$ cat src/rtl/somador_datapath.sv
// somador_datapath: datapath half of the memory-based adder (Somador).
//
// Holds the operand/result memory (2^ADDR_W words), the read-data register,
// the accumulator and the result register. It is steered by the control bus
// of the adder FSM. A host port preloads operands and reads back results
// while the FSM reports ready.
//
// Optional build macro: PROTOCOL_CHECK_EN. When it is defined, a sticky
// protocol-violation flag watches the control bus. When it is undefined,
// proto_err is tied to 0 and no check logic is built.
//
// Ports:
//   clk         in   system clock, all state on posedge
//   reset       in   asynchronous active-low reset
//   address     in   FSM memory address
//   rden        in   FSM read enable (mem_q <= mem[address])
//   wren        in   FSM write enable (mem[address] <= res), ignored while ready
//   load        in   accumulate mem_q into acc
//   transf      in   copy acc into res
//   clear       in   zero acc and ovf (and proto_err)
//   ready       in   FSM idle/done; enables the host port
//   host_wr     in   host write strobe
//   host_addr   in   host address
//   host_wdata  in   host write data
//   host_rdata  out  registered host read data
//   sum_out     out  current res register
//   ovf         out  sticky accumulator carry-out
//   done        out  one-cycle pulse, the cycle after ready rises
//   proto_err   out  sticky protocol-violation flag
module somador_datapath #(
    parameter int unsigned DATA_W = 8,
    parameter int unsigned ADDR_W = 5
) (
    input  logic              clk,
    input  logic              reset,
    input  logic [ADDR_W-1:0] address,
    input  logic              rden,
    input  logic              wren,
    input  logic              load,
    input  logic              transf,
    input  logic              clear,
    input  logic              ready,
    input  logic              host_wr,
    input  logic [ADDR_W-1:0] host_addr,
    input  logic [DATA_W-1:0] host_wdata,
    output logic [DATA_W-1:0] host_rdata,
    output logic [DATA_W-1:0] sum_out,
    output logic              ovf,
    output logic              done,
    output logic              proto_err
);

    localparam int unsigned Depth = 1 << ADDR_W;

    logic [DATA_W-1:0] mem [Depth];

    logic [DATA_W-1:0] mem_q, mem_d;
    logic [DATA_W-1:0] acc_q, acc_d;
    logic [DATA_W-1:0] res_q, res_d;
    logic [DATA_W-1:0] host_rdata_q, host_rdata_d;
    logic              ovf_q, ovf_d;
    logic              ready_q;
    logic              done_q, done_d;

    logic [DATA_W:0]   sum_full;
    logic              fsm_we;
    logic              host_we;

    // Extra top bit captures the carry-out of the accumulation.
    assign sum_full = {1'b0, acc_q} + {1'b0, mem_q};

    // The FSM owns the memory while busy and the host owns it while ready,
    // so the two write ports never collide.
    assign fsm_we  = wren & ~ready;
    assign host_we = host_wr & ready;

    always_comb begin
        mem_d        = mem_q;
        acc_d        = acc_q;
        res_d        = res_q;
        host_rdata_d = host_rdata_q;
        ovf_d        = ovf_q;
        done_d       = ready & ~ready_q;

        if (rden) begin
            mem_d = mem[address];
        end

        if (clear) begin
            acc_d = '0;
            ovf_d = 1'b0;
        end else if (load) begin
            acc_d = sum_full[DATA_W-1:0];
            ovf_d = ovf_q | sum_full[DATA_W];
        end

        // Load wins over transfer; res samples the pre-update acc.
        if (transf && !load) begin
            res_d = acc_q;
        end

        if (ready) begin
            host_rdata_d = mem[host_addr];
        end
    end

    always_ff @(posedge clk or negedge reset) begin
        if (!reset) begin
            mem_q        <= '0;
            acc_q        <= '0;
            res_q        <= '0;
            host_rdata_q <= '0;
            ovf_q        <= 1'b0;
            ready_q      <= 1'b0;
            done_q       <= 1'b0;
        end else begin
            mem_q        <= mem_d;
            acc_q        <= acc_d;
            res_q        <= res_d;
            host_rdata_q <= host_rdata_d;
            ovf_q        <= ovf_d;
            ready_q      <= ready;
            done_q       <= done_d;
        end
    end

    // Memory is deliberately not reset; reads above see the old word
    // (read-before-write) because these updates are non-blocking.
    always_ff @(posedge clk) begin
        if (fsm_we) begin
            mem[address] <= res_q;
        end
        if (host_we) begin
            mem[host_addr] <= host_wdata;
        end
    end

    assign host_rdata = host_rdata_q;
    assign sum_out    = res_q;
    assign ovf        = ovf_q;
    assign done       = done_q;

`ifdef PROTOCOL_CHECK_EN
    logic              rden_q;
    logic              wren_q;
    logic              load_q;
    logic [ADDR_W-1:0] addr_q;
    logic              proto_err_q, proto_err_d;
    logic              proto_hit;

    always_comb begin
        proto_hit = 1'b0;
        if (load && transf) begin
            proto_hit = 1'b1;
        end
        if (transf && (wren != wren_q)) begin
            proto_hit = 1'b1;
        end
        // Address must be stable across a multi-cycle read burst.
        if (rden && rden_q && (address != addr_q)) begin
            proto_hit = 1'b1;
        end
        // load rising with rden rising would accumulate a stale mem_q.
        if (load && !load_q && rden && !rden_q) begin
            proto_hit = 1'b1;
        end

        proto_err_d = proto_err_q;
        if (clear) begin
            proto_err_d = 1'b0;
        end else if (proto_hit) begin
            proto_err_d = 1'b1;
        end
    end

    always_ff @(posedge clk or negedge reset) begin
        if (!reset) begin
            rden_q      <= 1'b0;
            wren_q      <= 1'b0;
            load_q      <= 1'b0;
            addr_q      <= '0;
            proto_err_q <= 1'b0;
        end else begin
            rden_q      <= rden;
            wren_q      <= wren;
            load_q      <= load;
            addr_q      <= address;
            proto_err_q <= proto_err_d;
        end
    end

    assign proto_err = proto_err_q;
`else
    assign proto_err = 1'b0;
`endif

endmodule

$ cat config.mk
export PLATFORM = sky130hd
export DESIGN_NAME = somador_datapath
export DESIGN_NICKNAME = d
export VERILOG_FILES = /design/src/rtl/somador_datapath.sv
export SDC_FILE = /design/constraint.sdc
export NUM_CORES = 1
export LEC_CHECK = 0
export CELL_PAD_IN_SITES_DETAIL_PLACEMENT = 0
export CELL_PAD_IN_SITES_GLOBAL_PLACEMENT = 2
export CORE_MARGIN = 2
export CORE_UTILIZATION = 45
export CTS_CLUSTER_SIZE = 24
export DETAILED_ROUTE_END_ITERATION = 6
export PLACE_DENSITY = 0.77
export SYNTH_ARGS = -nofsm -noshare
export SYNTH_HDL_FRONTEND = slang
export SYNTH_SLANG_ARGS = --single-unit
$ cat constraint.sdc
create_clock -name clk -period 2.8 [get_ports clk]
set_input_delay 0.56 -clock clk [delete_from_list [all_inputs] [get_ports clk]]
set_output_delay 0.56 -clock clk [all_outputs]
set_load 0.1 [all_outputs]
==> flow_metrics.tcl <==
set metrics [dict create \
    status "finished clean" \
    cts_hold_buf 0 \
    setup_viol 0 \
    place_inst 1478 \
    nets 1145 \
    crit_path_max_fanout 12 \
    synth.distinct_cells 45 \
    h-tree-depth 1 \
    setup_ws_ns 0.268 \
    drtIter0Drc 940 \
    drv_slew 0 \
    place.gp.congestion 0.872 \
    max_freq_ghz 0.395 \
    wl_per_cell_um 26.8 \
    fin_crit_sh_pct 90.4 \
    core_um2 31400 \
    die_h_um 182 \
    routed_wl_mm 41.1 \
    drcViolationCount 0 \
    rsz0062_at_grt "false" \
    yosys_warnings 0 \
    p_leak_nw 6.28 \
    crit_path_max_incr_delay_ns 0.58 \
    path_buf_inv 4 \
    tightest_slew_ns 1.01 \
    cpMostUsedCell "buf_4" \
    cp.arrival_ns 3.02 \
    finalHoldViolCount 0 \
    pwr_density_cell_nw_per_um2 696 \
    rows 65 \
    cts_buffer_depth 3 \
    clk_latency_ns 0.56 \
    cp-endpoint "host_rdata[1]" \
    ir_worst_vdd_mv 0.490 \
    async_flop_share_pct 12.0 \
    critPathLaunch "host_addr[1]" \
    cts_tree "built" \
    maxCapViolCount 0 \
    cpMaxStageDelayCell "clkdlybuf4s50_1" \
    ios 46 \
    crit_chain "clkdlybuf4s50_1, nor2b_2, buf_12, buf_4, a22oi_1, a21oi_1, nor4_1, buf_4, mux2_2" \
    slew_headroom_pct 32.7 \
    avgSynthCellArea_um2 14.2 \
    final_cells 1536 \
    first_pass_iters 7 \
    grt_pass1_vias 9187 \
    grt_pass1_wl_mm 60.1 \
    setup.worst_path.start_class "primary input" \
    end_kind "register" \
    grt_use_total_pct 24.7 \
    cts_sinks 291 \
    yosys_most_used_dff "edfxtp_1" \
    hp-class "primary input to async pin" \
    synth-seq-cells 291 \
    clock_skew_ns 0.0151 \
    crit_cells 9 \
    ys_seq_area_share_pct 60.1 \
    viasPerCell 5.96 \
    finalPower_mw 11.5 \
    num_vias 9150 \
    syn_inst 1000 \
    clockRootBuffer "clkbuf_16" \
    critical_path_required_ns 3.29 \
    reg2reg_to "acc_q[6]" \
    start_util_pct 45.4 \
    utilization_pct 52.5 \
    regArea_um2 8560 \
    place_ws_ns -0.236 \
    rr_worst_depth 7 \
    die_width_um 182 \
    area_growth_pct 15.7 \
    synthesis.nets 1036 \
    layout-drive-gt1-share_pct 18.5 \
    synth_edf_count 256 \
    synth_area_um2 14200 \
    cp_top_family "buffers and inverters" \
    port_buffers 44 \
    r2r-start "mem_q[0]" \
    clkTransAtPathRegs_ns 0.06 \
    critPathKind "primary input to register" \
    grt_overflow 0 \
    antenna_found_initial 1 \
    timing.reg2reg.setup_slack_ns 0.60 \
    fin_area_um2 16500 \
    numCtsBuffers 31 \
    min_period_ns 2.53 \
    floorplan.die_area_um2 33100 \
    antenna_left 0 \
    place_area_um2 15600 \
    multi_input_area_um2 5130 \
    fillers 2678 \
    cts_setup_buffers 0 \
    dpl.hpwl_mm 28.1 \
    post_cts_resized 0 \
    grt_max_degree 41 \
]
-- stage by stage --
step	hold slack [ns]	TNS [ns]
floorplan	0.264	0
global placement	0.383	-6.08
detailed placement	0.385	-6.82
CTS	0.192	0
global route	0.240	0
finish	0.181	0
-- synth_stat cells (2+ instances only) --
| master | n | share of area (%) |
|---|---|---|
| buf_6 | 17 | 1.3 |
| a211oi_1 | 3 | 0.16 |
| nand2b_1 | 5 | 0.22 |
| buf_8 | 2 | 0.21 |
| buf_1 | 4 | 0.11 |
| or2_2 | 2 | 0.088 |
| buf_2 | 22 | 0.77 |
| inv_1 | 2 | 0.053 |
| o21ai_0 | 3 | 0.11 |
| a21oi_1 | 75 | 2.6 |
| xnor2_1 | 3 | 0.18 |
| nor2_1 | 48 | 1.3 |
| a22o_1 | 2 | 0.12 |
| mux2i_1 | 261 | 18 |
| ha_1 | 8 | 0.70 |
| clkbuf_1 | 11 | 0.29 |
| nor2b_1 | 8 | 0.35 |
| dfrtp_1 | 35 | 6.1 |
| clkbuf_4 | 6 | 0.32 |
| buf_12 | 2 | 0.28 |
| a22oi_1 | 131 | 6.9 |
| buf_4 | 11 | 0.58 |
| edfxtp_1 | 256 | 54 |
| a21o_1 | 2 | 0.11 |
| mux2_2 | 33 | 2.6 |
| nor4_1 | 16 | 0.70 |
| xor2_1 | 2 | 0.12 |
| nand2_1 | 10 | 0.26 |
| nor3_1 | 4 | 0.14 |
-- sequential cells by signal (all words and copies together) (netlist names) --
| register | cells |
|---|---|
| host_rdata | 8 |
| mem | 256 |
| sum_out | 8 |
| ready_q | 1 |
| done | 1 |
| acc_q | 8 |
| mem_q | 8 |
| ovf | 1 |
-- routing by layer --
layer	share of wire [%]	vias to the layer above	global-route usage (%)
li1	-	4176	-
met1	45	4611	35.4
met2	47	289	39.7
met3	5.1	74	3.33
met4	2.8	0	7.23
met5	0	-	0
-- kinds of logic (layout without fill, tap and decap cells) --
| group | Yosys count | in the layout | share of synthesized area (%) |
|---|---|---|---|
| DFF | 291 | 291 | 60.1 |
| muxes | 294 | 294 | 20.9 |
| xor gates and xnor gates | 5 | 5 | 0.307 |
| buffers and inverters | 78 | 211 | 3.99 |
| AOI/OAI and AO/OA | 224 | 224 | 10.5 |
| and+or+nand+nor | 98 | 98 | 3.28 |
| other | 1 | 2 | 0.0263 |
| adders and majority gates | 9 | 9 | 0.843 |
-- worst min path at each step --
stage                 start  cells past startpoint            end
finish                reset                      1  host_rdata[0]
global route          reset                      1     sum_out[5]
CTS                   reset                      1     sum_out[6]
detailed placement  ready_q                      1           done
global placement    ready_q                      1           done
floorplan             reset                      0       acc_q[0]
-- where the power goes --
part           internal [mW]  leakage, nW  total (mW)  switching [mW]
clock                   2.16        0.442        3.78            1.62
sequential              5.23         2.76        5.35           0.123
combinational          0.684         3.08        2.33            1.65
total                   8.07         6.28        11.5            3.39
-- cells in the final DEF, fill, tap and decap left out, types with 5 or more instances in the layout --
master	Yosys	routed
ha_1	8	8
nand2b_1	5	5
mux2_2	33	33
clkdlybuf4s50_1	0	23
a21oi_1	75	75
clkbuf_1	11	15
edfxtp_1	256	256
nor2_1	48	46
nor4_1	16	16
dfrtp_1	35	35
a22oi_1	131	131
buf_4	11	114
nand2_1	10	10
clkbuf_16	0	31
buf_12	2	12
mux2i_1	261	261
-- final cells by class --
type / count / area share, %
tap: 402 / 3.05
timing repair buffer: 152 / 8.21
clock inverter: 10 / 0.463
clock buffer: 47 / 5.13
sequential: 291 / 52.0
inverter: 2 / 0.0455
multi-input combinational: 631 / 31.1
antenna: 1 / 0.0152
Power figures use the tool's default switching activity.
